==> src/rtl/mem_port_arbiter.sv <==
// Arbitrates the CPU's single-port memory between instruction fetch (IF) and data (D), with watchdog abort.
// Optional build macro ARB_ROUND_ROBIN_EN: alternate grants on a tie instead of always favouring D.
module mem_port_arbiter #(
  parameter int AW      = 32,
  parameter int DW      = 32,
  parameter int TIMEOUT = 16
) (
  input  logic          clk,
  input  logic          reset_n,
  input  logic          if_req,
  input  logic [AW-1:0] if_addr,
  output logic          if_ack,
  output logic [DW-1:0] if_rdata,
  input  logic          d_req,
  input  logic          d_we,
  input  logic [AW-1:0] d_addr,
  input  logic [DW-1:0] d_wdata,
  output logic          d_ack,
  output logic [DW-1:0] d_rdata,
  output logic          mem_req,
  output logic          mem_we,
  output logic [AW-1:0] mem_addr,
  output logic [DW-1:0] mem_wdata,
  input  logic          mem_ack,
  input  logic [DW-1:0] mem_rdata,
  output logic          err,
  output logic          err_src
);

  typedef enum logic [1:0] {S_IDLE, S_WAIT, S_DONE} state_t;

  localparam int WDW = (TIMEOUT > 0) ? $clog2(TIMEOUT + 1) : 1;
  localparam logic [WDW-1:0] WD_MAX = WDW'(TIMEOUT);

  state_t          state_q, state_d;
  logic [WDW-1:0]  wd_q, wd_d;
  logic            owner_q, owner_d;      // 0 = IF, 1 = D
  logic            mem_req_q, mem_req_d;
  logic            mem_we_q, mem_we_d;
  logic [AW-1:0]   mem_addr_q, mem_addr_d;
  logic [DW-1:0]   mem_wdata_q, mem_wdata_d;
  logic            if_ack_q, if_ack_d;
  logic [DW-1:0]   if_rdata_q, if_rdata_d;
  logic            d_ack_q, d_ack_d;
  logic [DW-1:0]   d_rdata_q, d_rdata_d;
  logic            err_q, err_d;
  logic            err_src_q, err_src_d;
  logic            pick;
  logic            finish;
  logic [DW-1:0]   rdata_v;

`ifdef ARB_ROUND_ROBIN_EN
  logic            last_grant_q, last_grant_d;
  assign pick = (if_req && d_req) ? ~last_grant_q : d_req;
`else
  assign pick = d_req;
`endif

  // NOTE: every always_comb target gets a default first so no path can infer a latch.
  always_comb begin
    state_d     = state_q;
    wd_d        = wd_q;
    owner_d     = owner_q;
    mem_req_d   = mem_req_q;
    mem_we_d    = mem_we_q;
    mem_addr_d  = mem_addr_q;
    mem_wdata_d = mem_wdata_q;
    if_ack_d    = 1'b0;
    if_rdata_d  = if_rdata_q;
    d_ack_d     = 1'b0;
    d_rdata_d   = d_rdata_q;
    err_d       = 1'b0;
    err_src_d   = err_src_q;
    finish      = 1'b0;
    rdata_v     = '0;
`ifdef ARB_ROUND_ROBIN_EN
    last_grant_d = last_grant_q;
`endif

    case (state_q)
      S_IDLE: begin
        if (if_req || d_req) begin
          state_d     = S_WAIT;
          owner_d     = pick;
          wd_d        = '0;
          mem_req_d   = 1'b1;
          mem_we_d    = pick & d_we;
          mem_addr_d  = pick ? d_addr : if_addr;
          mem_wdata_d = pick ? d_wdata : '0;
`ifdef ARB_ROUND_ROBIN_EN
          last_grant_d = pick;
`endif
        end
      end
      S_WAIT: begin
        wd_d = (wd_q == WD_MAX) ? wd_q : wd_q + 1'b1;
        if (mem_ack) begin
          finish  = 1'b1;
          rdata_v = mem_we_q ? '0 : mem_rdata;
        end else if ((TIMEOUT != 0) && (int'(wd_q) + 1 == TIMEOUT)) begin
          // Abort on the edge the watchdog would reach TIMEOUT: mem_req stays up exactly TIMEOUT cycles.
          finish    = 1'b1;
          err_d     = 1'b1;
          err_src_d = owner_q;
        end
        if (finish) begin
          state_d   = S_DONE;
          mem_req_d = 1'b0;
          if (owner_q) begin
            d_ack_d   = 1'b1;
            d_rdata_d = rdata_v;
          end else begin
            if_ack_d   = 1'b1;
            if_rdata_d = rdata_v;
          end
        end
      end
      S_DONE:  state_d = S_IDLE;   // requests ignored here so a held req is not re-granted during its ack
      default: state_d = S_IDLE;
    endcase
  end

  // NOTE: state registers use non-blocking assignments so every flop samples pre-edge values.
  always_ff @(posedge clk or negedge reset_n) begin
    if (!reset_n) begin
      state_q     <= S_IDLE;
      wd_q        <= '0;
      owner_q     <= 1'b0;
      mem_req_q   <= 1'b0;
      mem_we_q    <= 1'b0;
      mem_addr_q  <= '0;
      mem_wdata_q <= '0;
      if_ack_q    <= 1'b0;
      if_rdata_q  <= '0;
      d_ack_q     <= 1'b0;
      d_rdata_q   <= '0;
      err_q       <= 1'b0;
      err_src_q   <= 1'b0;
`ifdef ARB_ROUND_ROBIN_EN
      last_grant_q <= 1'b1;
`endif
    end else begin
      state_q     <= state_d;
      wd_q        <= wd_d;
      owner_q     <= owner_d;
      mem_req_q   <= mem_req_d;
      mem_we_q    <= mem_we_d;
      mem_addr_q  <= mem_addr_d;
      mem_wdata_q <= mem_wdata_d;
      if_ack_q    <= if_ack_d;
      if_rdata_q  <= if_rdata_d;
      d_ack_q     <= d_ack_d;
      d_rdata_q   <= d_rdata_d;
      err_q       <= err_d;
      err_src_q   <= err_src_d;
`ifdef ARB_ROUND_ROBIN_EN
      last_grant_q <= last_grant_d;
`endif
    end
  end

  assign mem_req   = mem_req_q;
  assign mem_we    = mem_we_q;
  assign mem_addr  = mem_addr_q;
  assign mem_wdata = mem_wdata_q;
  assign if_ack    = if_ack_q;
  assign if_rdata  = if_rdata_q;
  assign d_ack     = d_ack_q;
  assign d_rdata   = d_rdata_q;
  assign err       = err_q;
  assign err_src   = err_src_q;

endmodule

==> config.mk <==
export PLATFORM = sky130hd
export DESIGN_NAME = mem_port_arbiter
export DESIGN_NICKNAME = d
export VERILOG_FILES = /design/src/rtl/mem_port_arbiter.sv
export SDC_FILE = /design/constraint.sdc
export NUM_CORES = 1
export LEC_CHECK = 0
export ABC_AREA = 1
export CELL_PAD_IN_SITES_DETAIL_PLACEMENT = 0
export CELL_PAD_IN_SITES_GLOBAL_PLACEMENT = 2
export CORE_MARGIN = 3
export CORE_UTILIZATION = 25
export CTS_CLUSTER_DIAMETER = 200
export DETAILED_ROUTE_END_ITERATION = 7
export HOLD_SLACK_MARGIN = 0.05
export PLACE_DENSITY_LB_ADDON = 0.1
export SYNTH_ARGS = -nofsm -noshare
export SYNTH_HDL_FRONTEND = slang
export SYNTH_SLANG_ARGS = --single-unit
==> constraint.sdc <==
create_clock -name clk -period 3.7 [get_ports clk]
set_input_delay 0.555 -clock clk [delete_from_list [all_inputs] [get_ports clk]]
set_output_delay 0.555 -clock clk [all_outputs]
set_load 0.005 [all_outputs]
**Word level (Yosys, flattened, before mapping)**

Index checks and enable logic that the tools add are counted.
W data, S select, Z words.

- Flip-flop bits (word level): 142
- Bits of input ports: 134
- Output and inout bits: 134
- Word-level logic and storage cells: 58

- Add/sub/neg operators: 2
- Equal/unequal tests: 6
- Multiplexer cells: 24
- Bitwise logic cells: 3
- Reductions and logical operators: 10

Operators by type and width:

| kind | count |
|---|---|
| $mux W32 | 4 |
| $reduce_and A3 Y1 | 5 |
| $mux W1 | 13 |
| $mux W5 | 2 |
| $pmux W5 S2 | 1 |
| $add A5 B1 Y6 const B | 1 |
| $eq A6 B5 Y1 const B | 1 |
| $ne A2 B2 Y1 const B | 3 |
| $add A5 B1 Y5 const B | 1 |
| $eq A5 B5 Y1 const B | 1 |
| $mux W2 | 2 |
| $pmux W2 S2 | 1 |
| $reduce_and A2 Y1 | 2 |
| $eq A2 B1 Y1 const B | 1 |
| $logic_not A2 Y1 | 1 |
| $not A1 Y1 | 2 |
| $pmux W1 S2 | 1 |
| $reduce_bool A2 Y1 | 1 |
| $and A1 B1 Y1 | 1 |
| $logic_or A1 B1 Y1 | 1 |

**Depth between registers and ports, before layout**

Gate-level depths: netlist of the first run.

- Word-level depth: 7
- Mapped depth: 10
- Gate-level depth less buffers: 9

**Worst setup path after synthesis of the first run**

Ideal clock, no wire load.

- Path kind: input port to flip-flop
- From: input port d_req
- To: register mem_wdata_q[20] (netlist: mem_wdata[20])
- Library setup time: 117 ps
- Data arrival time: 1424 ps
- Data required time: 3583 ps
- Path slack: 2159 ps
- Stages on the path: 8
- Path buffers: 3
- Cell sequence: buf_4 > nor2_1 > nor3_2 > inv_2 > buf_4 > buf_2 > nand2_1 > nand2_1

- Longest elaborated chain between the ends: 2
- Elaborated cells on any way between the ends: 3
- Those cells by class: 1 x mux; 2 x reduce/logical

Ends and longest elaborated chain:

| element | RTL line | RTL |
|---|---|---|
| start: declaration | 14 | `input logic d_req,` |
| $logic_or A1 B1 Y1 | 82 | `if (if_req \|\| d_req) begin` |
| $reduce_and A2 Y1 (no source line) | n/a |  |
| end signal: assignment | 149 | `mem_wdata_q <= mem_wdata_d;` |
| end: declaration | 41 | `logic [DW-1:0] mem_wdata_q, mem_wdata_d;` |

Several ways; a longest one is shown, not always the timed one.
A chain may end at the register's enable or synchronous reset.

**Worst setup path in the final report of the first run**

- From: register wd_q[0]
- To: register d_rdata_q[26] (netlist: d_rdata[26])

- Longest elaborated chain between the ends: 6

Ends and longest elaborated chain:

| element | RTL line | RTL |
|---|---|---|
| start: declaration | 36 | `logic [WDW-1:0] wd_q, wd_d;` |
| start signal: assignment | 144 | `wd_q <= wd_d;` |
| $add A5 B1 Y6 | 100 | `end else if ((TIMEOUT != 0) && (int'(wd_q) + 1 == TIMEOUT)) begin` |
| $eq A6 B5 Y1 | 100 |  |
| $mux W1 | 100 |  |
| $mux W1 | 97 | `if (mem_ack) begin` |
| $mux W1 | 80 | `case (state_q)` |
| $reduce_and A3 Y1 (no source line) | n/a |  |
| end signal: assignment | 153 | `d_rdata_q <= d_rdata_d;` |
| end: declaration | 45 | `logic [DW-1:0] d_rdata_q, d_rdata_d;` |

Every way passes these cells. The select of a mux whose other input is x is not followed.

==> impl_metrics.toml, run 1 <==
[clocking]
cts_tree = "built"
clockBufferDepth = 2
root_buffer = "clkbuf_16"
cts_setup_buffers = 0
clock-sinks = 142
h-tree-depth = 4
clk_latency_ps = 420
cts_hold_buf = 0
clkTransAtPathRegs_ps = 70
cts_buffers = 17
cts_resized = 0

[power_and_ir_drop]
leakage_uw = 0.00480
pwr_density_cell_nw_per_um2 = 774
ir_drop_mv = 0.364

[timing]
clock_skew_ps = 11.4
post-route-period-util = 0.570
worstMarginPinSlew_ps = 797
max_freq_mhz = 475
hold_violations = 0
period_needed_ps = 2110
final-setup-viol-count = 0
rsz0062_at_grt = "false"
slew_viol_final = 0
relSlewSlack = 0.469
final.setup.tns_ps = 0

[job]
maxCapViolCount = 0

[floorplan]
num_rows = 57
die_y_um = 165
fp.coreArea_um2 = 24700
ios = 268
dieArea_um2 = 27400
die_w_um = 165
start_util = 0.258

[place]
io_buffers = 267
dp_cells = 1318
dp_hpwl_um = 15100
gp_congestion = 0.744

[route]
wl_um = 22000
drt_iter0_drc = 288
vias = 5859
ant_nets = 0
drtPass1Iterations = 7
wl_per_cell_um = 16.3
via_per_inst = 4.34
drc = 0

[worst_setup_path]
worstPathArrival_ps = 2410
cp.required_ps = 4000
critical_path_class = "flop to flop"
crit_path_end_kind = "flop"
cp-start-kind = "flop"
r2r_slack_ps = 1590
cp_max_fo = 48

[layout]
drive_above_1_share = 0.0526
area_growth_pct = 56.0
antenna_cells = 0
final_net_count = 1149
final_cells = 1350

[logic_synthesis]
synth_cell_type_count = 25
synth_seq_area_share = 0.559
synthesis.area_um2 = 6360
yosys_warnings = 0
ys_ff_latch = 142
avgSynthCellArea_um2 = 8.28
synth_nets = 904
syn_inst = 768

[global_routing]
grt_usage = 0.162
grt_pass1_vias = 5817
antenna_found_initial = 0
grt_remaining_overflow = 0
grt_first_pass_wirelength_um = 33800
grt_max_degree = 99

[worst_hold_path]
hold_path.class = "input pin to asynchronous set/reset pin"

[status]
status = "finished clean"
cell type report:
class	count	area, um2
Inverter	78	293
Tap cell	324	405
Multi-Input combinational cell	494	2240
Fill cell	2589	14800
Timing Repair Buffer	280	2790
Clock buffer	20	447
Sequential cell	142	3550
Clock inverter	12	185
sequential cells by signal, indices dropped and copies added (netlist names):
signal	cells
err_src	1
d_ack	1
mem_wdata	32
owner_q	1
mem_we	1
err	1
wd_q	5
mem_req	1
state_q	2
mem_addr	32
d_rdata	32
if_rdata	32
if_ack	1
worst paths after layout:
kind                               startpoint  cells after the start            end
worst max-delay path                  wd_q[0]                     10    d_rdata[26]
worst min-delay path                  reset_n                      1   mem_addr[19]
worst max register to register        wd_q[0]                     10    d_rdata[26]
worst min register to register  mem_wdata[26]                      2  mem_wdata[26]
max in group asynchronous             reset_n                      2   mem_wdata[7]
min in group clk                mem_wdata[26]                      2  mem_wdata[26]
logic make-up (layout without fill, tap and decap cells):
logic type,count (synthesis),count (layout),share of synthesized area
buf+inv,132,390,0.0889
compound gates,76,76,0.0614
flops,142,142,0.559
fa+ha+maj,2,2,0.00393
simple gates,416,416,0.287
layer usage:
layer	wire [um]	track usage
met1	9900	0.214
met2	10400	0.263
met3	1420	0.0481
met4	292	0.0378
met5	0	0
worst max-delay path, cell delays in order, from the launching register on:
cell     delay [ps]
dfrtp_1         410
ha_1            250
nand3_1          90
nand2_1          50
nand2_1         100
nand3_2         110
nand2_4         420
nand3_2         100
buf_4           280
nand2_1         110
nand2_1          50
synth_stat cells:
library cell | count | area (um2)
inv_2 | 1 | 3.75
a21oi_1 | 2 | 10.0
clkinv_1 | 1 | 3.75
nor2_8 | 1 | 20.0
nor3_2 | 1 | 10.0
a22oi_1 | 1 | 7.51
o22ai_1 | 1 | 6.26
nand3_1 | 38 | 190
o21ai_0 | 68 | 340
buf_8 | 1 | 15.0
buf_2 | 17 | 85.1
a21oi_2 | 1 | 8.76
nand2_1 | 267 | 1000
nand2_4 | 1 | 11.3
o21ai_1 | 2 | 10.0
buf_4 | 2 | 15.0
inv_1 | 76 | 285
nand4_1 | 67 | 419
nor2_1 | 38 | 143
buf_6 | 4 | 45.0
o21a_1 | 1 | 7.51
ha_1 | 2 | 25.0
nand3_2 | 3 | 30.0
clkbuf_1 | 30 | 113
dfrtp_1 | 142 | 3550
cell usage in the layout, fill, tap and decap left out, drive strengths merged:
master         count
nand4             67
a22oi              1
o21ai             70
nor3               1
clkinvlp           4
clkbuf            20
clkinv             3
nand2            268
dfrtp            142
a21oi              3
ha                 2
o21a               1
o22ai              1
bufinv             4
nand3             41
clkdlybuf4s50    265
inv               79
nor2              39
buf               15
where the power goes:
part           total [uW]  switching, uW  leakage (uW)  internal [uW]
Combinational        3170           1530       0.00267           1640
Sequential           2660            405       0.00183           2250
Clock                1850            698      0.000293           1150
Total                7680           2630       0.00480           5050
stage by stage:
step	utilization	power [uW]	instance area [um2]	hold slack (ps)	setup slack (ps)
2_1_floorplan	-	3860	6360	259	2160
3_3_place_gp	0.376	5910	9290	453	1500
6_report	0.402	7680	9920	161	1590
3_5_place_dp	0.376	5920	9290	457	1470
4_1_cts	0.402	7830	9920	209	1580
5_1_grt	0.402	8270	9920	199	1340
(Power assumes the default switching activity.)
==> run 2: changes to the inputs <==
Settings changed: CORE_UTILIZATION 25 to 23.
Clock period 3.7 ns to 2.06 ns, I/O delays scaled along.
==> impl_metrics.toml, run 2 (same netlist as run 1, synthesis figures left out) <==
[clocking]
cts_tree = "built"
root_buffer = "clkbuf_16"
clk_latency_ps = 430
cts_resized = 0
clkTransAtPathRegs_ps = 70
h-tree-depth = 4
clockBufferDepth = 2
cts_buffers = 17
clock-sinks = 142

[global_routing]
grt_first_pass_wirelength_um = 34700
grt_usage = 0.152
grt_max_degree = 99
grt_pass1_vias = 5983
grt_remaining_overflow = 0
antenna_found_initial = 0

[status]
status = "finished clean"

[worst_setup_path]
cp.required_ps = 2420
critPathMostFrequentCell = "nand2_1"
r2r-end = "d_rdata[22]"
cp_max_fo = 38
critPathMaxStageDelay_ps = 410
r2r_slack_ps = 240
cp-endpoint = "d_rdata[22]"
crit_path_end_kind = "flop"
rr_worst_depth = 9
crit_chain = "ha_1 > nand3_1 > nand2_1 > nand2_1 > nand3_2 > nand2_4 > buf_4 > nand4_1 > nand2_1"
worstPathArrival_ps = 2180
worst-path-stages = 9
r2r-start = "wd_q[0]"
worst-path-buf-inv = 1
crit_path_start = "wd_q[0]"
slowest_stage = "dfrtp_1"
critical_path_class = "flop to flop"
cp_top_family = "simple AND/OR/NAND/NOR gates"
cp-start-kind = "flop"

[layout]
antenna_cells = 0
final_cells = 1407
final_cell_mix = "nand2_1, clkdlybuf4s50_1, dfrtp_1"
drive_above_1_share = 0.0618
n_fill_cell = 2810
final_net_count = 1158
mostFrequentLayoutCell = "nand2_1"
register_area_um2 = 3550
multi_input_area_um2 = 2240
area_growth_pct = 58.1

[power_and_ir_drop]
pwr_density_cell_nw_per_um2 = 1370
power_frac_clock = 0.230
combPwrFrac = 0.423
leakage_uw = 0.00486
p_seq_frac = 0.348
p_int_uw = 8840
p_sw_uw = 4940
switching_share = 0.359
ir_drop_mv = 0.425

[floorplan]
ios = 268
num_rows = 60
die_y_um = 172
start_util = 0.235
fp.coreArea_um2 = 27100
dieArea_um2 = 29700
die_w_um = 172

[timing]
clock_skew_ps = 15.5
relSlewSlack = 0.658
slew_viol_final = 0
timing.hold.ws_ps = 386
max_freq_mhz = 549
worstMarginPinSlew_ps = 513
final-setup-viol-count = 0
rsz0062_at_grt = "false"
post-route-period-util = 0.884
hold_violations = 0
final.setup.tns_ps = 0
period_needed_ps = 1820

[route]
wl_per_cell_um = 16.1
drc = 0
drtPass1Iterations = 6
via_per_inst = 4.18
vias = 5887
drt_iter0_drc = 300
ant_nets = 0
wl_um = 22600

[worst_hold_path]
hold_path.class = "input pin to asynchronous set/reset pin"

[place]
dp_hpwl_um = 15600
gp_congestion = 0.720
dp_cells = 1374
io_buffers = 267

[job]
maxCapViolCount = 0
[run 2: cell types whose count changed in the layout (fill, tap and decap cells not counted), sizes merged]
cell         change
buf              +8
inv             +10
bufinv           -3
dlygate4sd3      +1
clkinvlp         -4
clkbuf           -3
[run 2: area by class of cell]
type	instances	area share
inverters	78	0.0291
flip-flops and latches	142	0.353
repair buffers	289	0.290
multi-input cells	494	0.223
well taps	372	0.0463
clock inverters	15	0.0163
clock buffers	17	0.0423
[run 2: repair_timing]
item | CTS | global route
hold endpoints to repair | 45 | 0
setup buffers | 0 | 0
hold buffers | 1 | 0
[run 2: worst register-to-register path, stage by stage (launching register included)]
cell     delay (ps)
dfrtp_1         410
ha_1            260
nand3_1          90
nand2_1          50
nand2_1          90
nand3_2         100
nand2_4          90
buf_4           360
nand4_1         200
nand2_1         110
[run 2: per-stage QoR]
stage | area [um2] | utilization | setup WS (ps) | power [uW]
2_1_floorplan | 6360 | - | 563 | 6940
3_3_place_gp | 9460 | 0.349 | 260 | 10800
3_5_place_dp | 9460 | 0.349 | 248 | 10800
4_1_cts | 10100 | 0.371 | 245 | 14100
5_1_grt | 10100 | 0.371 | 37.7 | 14900
6_report | 10100 | 0.371 | 239 | 13800
[run 2: how the worst min path moves through the flow]
stage | depth (start not counted) | slack, ps | start | to
CTS | 2 | 400 | reset_n | mem_addr[18]
finish | 2 | 390 | reset_n | mem_addr[18]
floorplan | 0 | 10 | reset_n | d_ack
detailed placement | 1 | 300 | reset_n | mem_addr[18]
global route | 3 | 410 | d_wdata[0] | mem_wdata[0]
global placement | 1 | 300 | reset_n | mem_addr[18]
[run 2: per-layer routing]
layer	global-route usage	wire, um
met1	0.197	10100
met5	0	0
met4	0.0389	172
met2	0.251	10900
met3	0.0446	1440
[run 2: power by group through the flow]
stage	registers, uW	clock network [uW]	logic, uW
after global routing	4960	3420	6480
after global placement	4850	0	5940
after detailed placement	4840	0	5970
final	4790	3170	5830
after CTS	4820	3290	5980
after floorplan	4840	0	2100
==> run 3: changes to the inputs <==
--- a/config.mk
+++ b/config.mk
@@ -13,4 +13,5 @@
 export CTS_CLUSTER_DIAMETER = 200
 export DETAILED_ROUTE_END_ITERATION = 7
+export GPL_TIMING_DRIVEN = 0
 export HOLD_SLACK_MARGIN = 0.05
 export PLACE_DENSITY_LB_ADDON = 0.1
==> constraint.sdc (replaced) <==
create_clock -name clk -period 2.06 [get_ports clk]
set_input_delay 0.412 -clock clk [delete_from_list [all_inputs] [get_ports clk]]
set_output_delay 0.412 -clock clk [all_outputs]
set_load 0.005 [all_outputs]
==> impl_metrics.toml, run 3 (same netlist as run 1, synthesis figures left out) <==
[route]
drc = 0
wl_um = 22500
ant_nets = 0
vias = 6050
drt_iter0_drc = 318
wl_per_cell_um = 15.7
via_per_inst = 4.20
drtPass1Iterations = 4

[clocking]
cts_resized = 0
cts_setup_buffers = 0
clock-sinks = 142
root_buffer = "clkbuf_16"
clkTransAtPathRegs_ps = 60
cts_hold_buf = 1
cts_tree = "built"
clockBufferDepth = 2
clk_latency_ps = 420
h-tree-depth = 4
cts_buffers = 17

[worst_setup_path]
crit_path_end_kind = "flop"
r2r_slack_ps = 260
crit_chain = "ha_1 > nand3_1 > nand2_1 > nand2_1 > nand3_2 > nand2_4 > nand3_2 > buf_2 > nand2_1 > nand2_1"
critical_path_class = "flop to flop"
slowest_stage = "dfrtp_1"
cp-endpoint = "if_rdata[16]"
cp-start-kind = "flop"
critPathMostFrequentCell = "nand2_1"
cp_max_fo = 10
crit_path_start = "wd_q[0]"
critPathMaxStageDelay_ps = 400
r2r-start = "wd_q[0]"
rr_worst_depth = 10
worstPathArrival_ps = 2110
cp.required_ps = 2370
r2r-end = "if_rdata[16]"

[floorplan]
dieArea_um2 = 29700
die_y_um = 172
num_rows = 60
die_w_um = 172
ios = 268
start_util = 0.235
fp.coreArea_um2 = 27100

[worst_hold_path]
hold_path.class = "flop to flop"

[place]
io_buffers = 266
gp_congestion = 0.758
dp_hpwl_um = 16800

[layout]
drive_above_1_share = 0.0609
utilization = 0.372
n_fill_cell = 2852
final_net_count = 1191
mostFrequentLayoutCell = "nand2_1"
area_growth_pct = 58.5
antenna_cells = 0
final_cell_mix = "nand2_1, clkdlybuf4s50_1, dfrtp_1"

[timing]
clock_skew_ps = 18.4
rsz0062_at_grt = "false"
timing.hold.ws_ps = 468
slew_viol_final = 0
relSlewSlack = 0.533
post-route-period-util = 0.875
final-setup-viol-count = 0
period_needed_ps = 1800
final.setup.tns_ps = 0
worstMarginPinSlew_ps = 701
hold_violations = 0
max_freq_mhz = 555

[power_and_ir_drop]
ir_drop_mv = 0.517
leakage_uw = 0.00483
pwr_density_cell_nw_per_um2 = 1340

[global_routing]
grt_remaining_overflow = 0
grt_max_degree = 76
grt_usage = 0.151
grt_first_pass_wirelength_um = 34700
grt_pass1_vias = 6109
antenna_found_initial = 0

[status]
status = "finished clean"

[job]
maxCapViolCount = 0
## run 3: cell count changes in the layout (fill, tap and decap cells not counted), sizes merged
cell / before / now
inv: 89 / 82
buf: 23 / 26
clkinvlp: 0 / 5
bufinv: 1 / 0
clkinv: 3 / 4
clkbuf: 17 / 49
## run 3: routing by layer
layer,routed length (um),track usage
met4,233,0.0340
met3,1410,0.0412
met2,10700,0.247
met5,0,0
met1,10200,0.201
## run 3: how the worst min path moves through the flow
stage                        startpoint       endpoint  cells past startpoint
final                       d_rdata[20]    d_rdata[20]                      2
after global routing      mem_wdata[19]  mem_wdata[19]                      2
after CTS                 mem_wdata[10]  mem_wdata[10]                      2
after detailed placement        reset_n   mem_addr[18]                      1
after global placement    mem_wdata[31]  mem_wdata[31]                      2
after floorplan                 reset_n          d_ack                      0
## run 3: critical path, delay by kind of cell, from the launching register on
kind	cells	cell delay, ps
adders and majority gates	1	250
buffers and inverters	1	270
DFF	1	400
and+or+nand+nor	8	780
## run 3: per-stage QoR
step                      setup slack [ps]  power (uW)  std cells  area [um2]
final                                  258       13500       1440       10100
after CTS                              233       13700       1440       10100
after floorplan                        563        6940        768        6360
after global routing                   100       14600       1440       10100
after global placement               -5920       10700       1406        9490
after detailed placement              60.8       10700       1407        9520
## run 3: cell type report
type                       instances  area (um2)  area share
sequential                       142        3550       0.353
timing repair buffer             268        2710       0.268
multi-input combinational        494        2240       0.222
tap                              372         465      0.0462
clock buffer                      19         443      0.0439
inverter                          78         293      0.0290
buffer                            54         273      0.0271
clock inverter                    13         106      0.0106
## run 3: power by group
group / switching, uW / internal (uW)
Sequential: 698 / 4050
Clock: 1330 / 1600
Combinational: 2780 / 3010
Total: 4810 / 8660
